### src/rtl/ram_fifo_pkg.sv
// Shared constants and FSM encoding for the RAM-backed streaming FIFO.
// The default sizes match the 64x8 single-port RAM that sits behind the controller.
package ram_fifo_pkg;

    localparam int unsigned AW    = 6;
    localparam int unsigned DW    = 8;
    localparam int unsigned DEPTH = 1 << AW;

    typedef enum logic {
        IDLE  = 1'b0,
        FETCH = 1'b1
    } fifo_state_e;

endpackage

### src/rtl/ram_fifo_ctrl.sv
// Valid/ready FIFO controller that uses an external single-port RAM as circular storage
// and prefetches the oldest byte into an output register.
module ram_fifo_ctrl #(
    parameter int unsigned AW = ram_fifo_pkg::AW,
    parameter int unsigned DW = ram_fifo_pkg::DW
) (
    input  logic          i_clk,
    input  logic          i_rst_n,
    input  logic          i_in_valid,
    output logic          o_in_ready,
    input  logic [DW-1:0] i_in_data,
    output logic          o_out_valid,
    input  logic          i_out_ready,
    output logic [DW-1:0] o_out_data,
    output logic [AW:0]   o_count,
    output logic          o_full,
    output logic          o_empty,
    output logic          o_ram_cs,
    output logic          o_ram_we,
    output logic [AW-1:0] o_ram_addr,
    output logic [DW-1:0] o_ram_wdata,
    input  logic [DW-1:0] i_ram_rdata
);

    import ram_fifo_pkg::*;

    fifo_state_e   r_state;
    logic [AW-1:0] r_wr_ptr;
    logic [AW-1:0] r_rd_ptr;
    logic [AW:0]   r_count;
    logic          r_out_valid;
    logic [DW-1:0] r_out_data;

    logic w_fetch_pend;
    logic w_full;
    logic w_slot_free;
    logic w_rd_issue;
    logic w_wr_issue;

    assign w_fetch_pend = (r_state == FETCH);
    // r_count never exceeds DEPTH, so its top bit alone marks full.
    assign w_full       = r_count[AW];
    assign w_slot_free  = ~w_fetch_pend & (~r_out_valid | i_out_ready);
    assign w_rd_issue   = i_rst_n & (r_count != '0) & w_slot_free;
    assign o_in_ready   = i_rst_n & ~w_full & ~w_rd_issue;
    assign w_wr_issue   = i_in_valid & o_in_ready;

    assign o_out_valid  = r_out_valid;
    assign o_out_data   = r_out_data;
    assign o_count      = r_count;
    assign o_full       = w_full;
    assign o_empty      = (r_count == '0) & ~w_fetch_pend & ~r_out_valid;

    // One RAM access per cycle; a pending read always wins over a write.
    always_comb begin
        o_ram_cs    = 1'b0;
        o_ram_we    = 1'b0;
        o_ram_addr  = '0;
        o_ram_wdata = '0;
        if (w_rd_issue) begin
            o_ram_cs   = 1'b1;
            o_ram_addr = r_rd_ptr;
        end else if (w_wr_issue) begin
            o_ram_cs    = 1'b1;
            o_ram_we    = 1'b1;
            o_ram_addr  = r_wr_ptr;
            o_ram_wdata = i_in_data;
        end
    end

    always_ff @(posedge i_clk) begin
        if (!i_rst_n) begin
            r_state     <= IDLE;
            r_wr_ptr    <= '0;
            r_rd_ptr    <= '0;
            r_count     <= '0;
            r_out_valid <= 1'b0;
            r_out_data  <= '0;
        end else begin
            if (w_rd_issue) begin
                r_rd_ptr <= r_rd_ptr + 1'b1;
                r_count  <= r_count - 1'b1;
            end else if (w_wr_issue) begin
                r_wr_ptr <= r_wr_ptr + 1'b1;
                r_count  <= r_count + 1'b1;
            end

            case (r_state)
                IDLE: begin
                    if (w_rd_issue) begin
                        r_state <= FETCH;
                    end
                    if (r_out_valid && i_out_ready) begin
                        r_out_valid <= 1'b0;
                    end
                end
                FETCH: begin
                    r_state     <= IDLE;
                    r_out_data  <= i_ram_rdata;
                    r_out_valid <= 1'b1;
                end
                default: r_state <= IDLE;
            endcase
        end
    end

endmodule

### config.mk
export PLATFORM = sky130hd
export DESIGN_NAME = ram_fifo_ctrl
export DESIGN_NICKNAME = d
export VERILOG_FILES = /design/src/rtl/ram_fifo_pkg.sv /design/src/rtl/ram_fifo_ctrl.sv
export SDC_FILE = /design/constraint.sdc
export NUM_CORES = 1
export LEC_CHECK = 0
export ABC_AREA = 1
export CORE_MARGIN = 4
export CORE_UTILIZATION = 48
export CTS_CLUSTER_DIAMETER = 150
export DETAILED_ROUTE_END_ITERATION = 10
export HOLD_SLACK_MARGIN = 0.02
export PLACE_DENSITY = 0.84
export SLEW_MARGIN = 20
export SYNTH_ARGS = -nofsm -noshare
export SYNTH_HDL_FRONTEND = slang
export SYNTH_SLANG_ARGS = --single-unit
export TNS_END_PERCENT = 100
### constraint.sdc
create_clock -name i_clk -period 2.8 [get_ports i_clk]
set_input_delay 0.56 -clock i_clk [delete_from_list [all_inputs] [get_ports i_clk]]
set_output_delay 0.56 -clock i_clk [all_outputs]
set_load 0.005 [all_outputs]
==> summary.txt <==
Run status
  • Status: completed

STA
  • Fin crit share: 96.26%
  • WHS: 0.4649 ns
  • Peak Freq: 0.3710 GHz
  • Worst slew pin tran: 0.4750 ns
  • Setup Skew: 0.01039 ns
  • Final worst slack: 0.1047 ns
  • Setup violators final: 0
  • Min cycle time layout: 2.695 ns
  • Rel. slew slack: 67.92%
  • Final slew viol count: 0
  • Final hold violations: 0
  • RSZ-0062 raised after global routing: no

Yosys
  • Synth Area in Adders: 2.372%
  • Largest family of logic cells by synthesized area: simple AND/OR/NAND/NOR gates
  • Unique masters post-synth: 30
  • Post-synth EDFFs: 0
  • Yosys reg bits: 29
  • Post-synth ARST share: 0%
  • Area leader, netlist: dfxtp_1
  • Top_reg_cell synth: dfxtp_1
  • Syn Nets: 258
  • Post-synthesis mux area share: 0%
  • Sequential area share after synthesis: 36.68%
  • Cells after synthesis: 235
  • Post-synthesis simple-gate area fraction: 31.78%
  • Area fraction of the dominant cell type after synthesis: 36.68%
  • Synth Cell Area: 1583 um2
  • Cell with the most instances after synthesis: nand2_1
  • Ranking of synthesized cells by area: dfxtp_1 (37%), nand2_1 (9.2%), nor2_1 (9.0%)
  • Synth Area in Compound Gates: 16.13%
  • Syn_area_per_cell: 6.735 um2
  • Yosys warning count: 0
  • Commonest cells post-synth: nand2_1 (39), nor2_1 (38), inv_1 (33), dfxtp_1 (29), o21ai_0 (23)
  • Post-synthesis xor/xnor area fraction: 0.5534%

Die
  • Core area: 3103 um2
  • DIE WIDTH: 65.43 um
  • Core Rows: 20
  • Die Y: 65.43 um
  • Starting Density: 51.01%
  • Die area: 4280 um2
  • I/O pins: 55

Critical path
  • CP Max Fanout: 9
  • Crit path arrival time: 2.14 ns
  • CP Capture Type: output pin
  • Setup Crit Path Kind: in2out
  • Critical path launch point type: input port
  • Required time of the critical path: 2.24 ns

Layout
  • Multi-input logic area: 837.1 um2
  • # diodes: 0
  • Util after Layout: 75.32%
  • Share of layout cells above drive strength 1: 15.23%
  • Area Growth Syn to Fin: 47.67%
  • Total Nets Final: 324
  • Fillers: 270
  • Reg area: 584.3 um2
  • Final std cells w/o fill: 346

GRT
  • Vias in the first global route: 1718
  • GRT Total Usage: 22.52%
  • Largest net degree at the start of global routing: 21
  • GRT overflow: 0
  • First-pass GRT wire length: 7452 um
  • Initial antenna violation count: 0

Drt
  • Vias per cell: 4.936
  • ANT nets after route: 0
  • Starting DRT DRC Count: 42
  • DR WL/cell: 12.79 um
  • DR vias: 1708
  • Total Wirelength: 4425 um
  • First-pass iteration count of the detailed router: 4
  • DRC viols: 0

Place
  • Pre-CTS setup slack: -0.05793 ns
  • Number of port buffers: 54
  • Detailed Place HPWL: 3303 um
  • Placed cell count: 338
  • Routability cong.: 0.9304

Clock network
  • Clk slew on worst S/H paths: 0.09 ns
  • CTS sink count: 29
  • CTS root buf: clkbuf_4
  • H-tree Lvls: 2
  • Skew-Pair Late Insertion Delay: 0.34 ns
  • TritonCTS Buffers: 5
  • CTS tree: built
  • Clock Tree Buf Depth: 2

Power
  • P per Cell Area: 856.2 nW/um2
  • Maximum vdd drop: 0.6948 mV
  • Pwr Total: 2.001 mW
  • Leakage: 1.146 nW

Worst hold path
  • HP Class: reg2reg

Flow run
  • Max Cap Violations: 0
[sequential cells by signal (all words and copies together), names as in the netlist]
name / count
o_out_data: 8
o_count: 7
r_rd_ptr: 6
r_wr_ptr: 6
o_out_valid: 1
r_state: 1
[cell type report]
class / count / share of cell area, %
clock buffers: 6 / 1.767
repair buffers: 68 / 28.48
well taps: 44 / 2.355
clock inverters: 2 / 0.4283
multi-input cells: 160 / 35.81
inverters: 37 / 6.156
flip-flops and latches: 29 / 25.00
[final timing paths]
check                                              start                       end  slack (ns)  cells past startpoint
worst max register to register   o_count[1]$_SDFFE_PN0P_   o_count[6]$_SDFFE_PN0P_        0.52                     20
worst min register to register  r_rd_ptr[5]$_SDFFE_PN0P_  r_rd_ptr[5]$_SDFFE_PN0P_        0.46                      1
worst min-delay path            r_rd_ptr[5]$_SDFFE_PN0P_  r_rd_ptr[5]$_SDFFE_PN0P_        0.46                      1
worst max-delay path                         i_out_ready            o_ram_wdata[7]        0.10                     10
[through the flow]
| stage | setup TNS [ns] | area (um2) |
|---|---|---|
| final | 0 | 2337 |
| after global routing | 0 | 2337 |
| after CTS | 0 | 2285 |
| after detailed placement | -0.1892 | 2227 |
| after global placement | -0.06547 | 2227 |
| after floorplan | 0 | 1583 |
[kinds of logic after synthesis]
kind of cell | count (synthesis)
adders and majority gates | 3
xor gates and xnor gates | 1
buffers and inverters | 46
DFF | 29
AOI/OAI and AO/OA | 46
and+or+nand+nor | 110
[where the power goes]
| part | internal [mW] | total [mW] | switching [mW] |
|---|---|---|---|
| logic | 0.531 | 1.12 | 0.589 |
| clock network | 0.0953 | 0.245 | 0.150 |
| registers | 0.523 | 0.636 | 0.113 |
| total | 1.15 | 2.00 | 0.852 |
[cells in the final DEF (no fill, tap or decap), drive strengths merged, types with 2 or more instances in the layout]
master,n
clkinv,2
nand4,5
nand2,46
dlymetal6s2s,7
ha,3
dfxtp,29
clkbuf,6
buf,14
a21oi,16
nand3,13
clkdlybuf4s50,46
inv,37
nor2,41
nor3b,2
o21ai,23
o22ai,3
nor3,2
[repair_timing]
item,CTS,global route
setup buffers,0,0
hold buffers,0,0
endpoints found under the setup margin,13,16
resized for setup,3,19
[per-layer routing]
| layer | global-route usage (%) | up-vias | share of wire [%] |
|---|---|---|---|
| li1 | - | 881 | - |
| met1 | 25.26 | 764 | 41 |
| met3 | 7.350 | 10 | 7.4 |
| met4 | 9.845 | 0 | 1.6 |
| met2 | 38.69 | 53 | 50 |
| met5 | 0 | - | 0 |
[critical path: stages]
cell	delay, ns
clkdlybuf4s50_1	0.39
inv_1	0.06
nand2_2	0.06
nand2_4	0.08
nor2_8	0.04
nand2_4	0.08
nand3_4	0.09
buf_6	0.16
nor2_1	0.10
clkdlybuf4s50_1	0.51
No activity file was read; power rests on OpenSTA's default activity.
==> patch: new RTL, same flow settings <==
Change the package constant `DW` from 8 to 6.
--- a/src/rtl/ram_fifo_pkg.sv
+++ b/src/rtl/ram_fifo_pkg.sv
@@ -5,3 +5,3 @@
     localparam int unsigned AW    = 6;
-    localparam int unsigned DW    = 8;
+    localparam int unsigned DW    = 6;
     localparam int unsigned DEPTH = 1 << AW;
Interface: changed (resized i_in_data, i_ram_rdata, o_out_data and o_ram_wdata); port bits go from 55 to 47. The function was not compared with the original's and may differ.
==> patch against the original RTL <==
Die area rose by 3.0%; setup slack worse by 0.032 ns; sequential power shrank 5.3%; final cell count decreased by 4.3%; final area down 3.4%; area after synthesis grew 3.5%; critical path depth grew 1; sequential cell count decreased by 2; total power grew 2.9%; routed wire length decreased by 15%; first-iteration DRC count is 67% higher; non-clock buffer count down 9; critical endpoint is now o_ram_addr[3]; largest power group unchanged.
==> patch: results (changes against the original RTL) <==
* Syn Nets at 250 (-3.1%)
* Critical R2R Launch: o_count[4]$_SDFFE_PN0P_
* Setup Buffers After CTS at 0 (unchanged)
* Initial antenna violation count at 0 (unchanged)
* Most frequently used flop master after synthesis: dfxtp_1
* Htree depth at 1 (-1)
* Measured slew at the worst slew-check pin at 0.360 ns (-0.114 ns)
* Worst Hold Class: flip-flop to flip-flop
* Hold path startpoint: r_rd_ptr[3]$_SDFFE_PN0P_
* Post-synth ARST share at 0% (unchanged)
* Total GRT Usage at 18.5% (-4.0 points)
* Status: completed
* Fin Hold WS at 0.502 ns (+0.0375 ns)
* DR pass1 iterations at 4 (unchanged)
* Nets at 307 (-5.2%)
* Clock Pin Slew Worst Setup and Hold Paths at 0.17 ns (+0.08 ns)
* Root buffer cell: clkbuf_4
* Clock Latency Late Sink at 0.35 ns
* N_diodes at 0 (unchanged)
* Net switching fraction of the power at 45.2% (+2.7 points)
* GPL Wtd Cong at 0.819 (-12%)
* Leakage at 1.10 nW (-4.4%)
* Detailed Place HPWL at 2890 um (-13%)
* FF-to-FF path depth at 19 (-5.0%)
* VDD IR-drop max at 484 uV (-30%)
* Commonest cells in the synthesized netlist: 36 x nand2_1, 33 x inv_1, 28 x nor2_1, 27 x dfxtp_1, 18 x o21ai_0
* Share of cells above drive strength 1 at 19.5% (+4.3 points)
* Vias in the first global route at 1528 (-11%)
* Reg-to-Reg End: o_count[6]$_SDFFE_PN0P_
* Yosys warning total at 0 (unchanged)
* Total Wirelength at 3780 um (-15%)
* Routed vias at 1649 (-3.5%)
* Reg2Reg Setup Slack at 0.70 ns (+0.18 ns)
* Largest net degree at the start of global routing at 22 (+4.8%)
* Worst EP arrival at 2.17 ns (+0.03 ns)
* Max reg flops at 7 (-1)
* Clock Tree Buf Depth at 2 (unchanged)
* Crit-path max FO at 10 (+1)
* Seq/Total Area, Yosys at 33.0% (-3.7 points)
* CTS buffer count at 3 (-2)
* Hold depth at 2 (+1)
* Setup WS pre-CTS at -0.0654 ns (-0.00748 ns)
* First-pass GRT wire length at 6470 um (-13%)
* Synth area leaders: dfxtp_1 33%, nand2_1 8.3%, inv_1 7.6%
* Initial DRC Count at 70 (+67%)
* Worst Hold End: r_rd_ptr[3]$_SDFFE_PN0P_
* I/O Buffers at 46 (-15%)
* Final setup fails at 0 (unchanged)
* Final Skew at 0.0146 ns (+0.00419 ns)
* Synth unique cells at 33 (+10%)
[patch: cell count changes after synthesis, moves of 4 or more]
cell / before / now
a21oi_1: 14 / 10
nand2_4: 2 / 6
nor2_1: 38 / 28
o21ai_0: 23 / 18
o21ai_1: 0 / 4
inv_2: 3 / 8
[patch: per-stage QoR]
step	area, um^2	instances	power [W]
3_5_place_dp	2170	326	0.00184
5_1_grt	2260	331	0.00226
3_3_place_gp	2170	326	0.00181
6_report	2260	331	0.00206
4_1_cts	2230	331	0.00207
2_1_floorplan	1640	231	0.00142
[patch: how the worst max path moves through the flow]
stage | slack [ns] | cells past startpoint | to | start
floorplan | 0.68 | 10 | o_ram_addr[1] | i_out_ready
global placement | 0.01 | 10 | o_ram_wdata[4] | i_out_ready
CTS | 0.01 | 10 | o_ram_wdata[4] | i_out_ready
global route | -0.006 | 11 | o_ram_addr[3] | i_out_ready
finish | 0.07 | 11 | o_ram_addr[3] | i_out_ready
detailed placement | -0.07 | 10 | o_ram_wdata[1] | i_out_ready
[patch: metal layers]
metal	track usage, %	part of all wire [%]
met3	4.93	8.0
met1	22.2	44
met4	7.11	1.7
met2	31.2	46
met5	0	0
[patch: layout make-up]
class,instances,area (um^2)
Tap cell,44,55.1
Timing Repair Buffer,59,576
Multi-Input combinational cell,155,895
Inverter,42,160
Sequential cell,27,542
Fill cell,273,895
Clock buffer,3,22.5
Clock inverter,1,8.76
[patch: power by group through the flow]
stage                     Clock, W  Sequential [W]  Combinational, W
after detailed placement         0        0.000604           0.00124
after floorplan                  0        0.000591          0.000830
after global placement           0        0.000602           0.00121
after global routing      0.000214        0.000619           0.00142
after CTS                 0.000200        0.000599           0.00127
final                     0.000190        0.000602           0.00127
[patch: kinds of logic after synthesis]
logic type	synth area share [%]
AND/OR/NAND/NOR	36.9
buffers and inverters	14.5
AO/OA/AOI/OAI	12.8
flip-flops	33.0
adder cells (fa/ha/maj)	2.29
XOR/XNOR	0.535
[patch: repair_timing]
action,CTS,global route
setup endpoints to repair,6,10
resized for setup,4,10
pin swaps,0,1
cloned,1,0
hold buffers,0,0
[patch: critical path, stage by stage]
cell and delay, ns:
clkdlybuf4s50_1 0.40, inv_1 0.07, nand2_2 0.07, nand2_4 0.10, nor2_8 0.04, nand2_8 0.11
nand3_4 0.09, inv_1 0.09, nand2_1 0.05, o21ai_0 0.07, clkdlybuf4s50_1 0.53
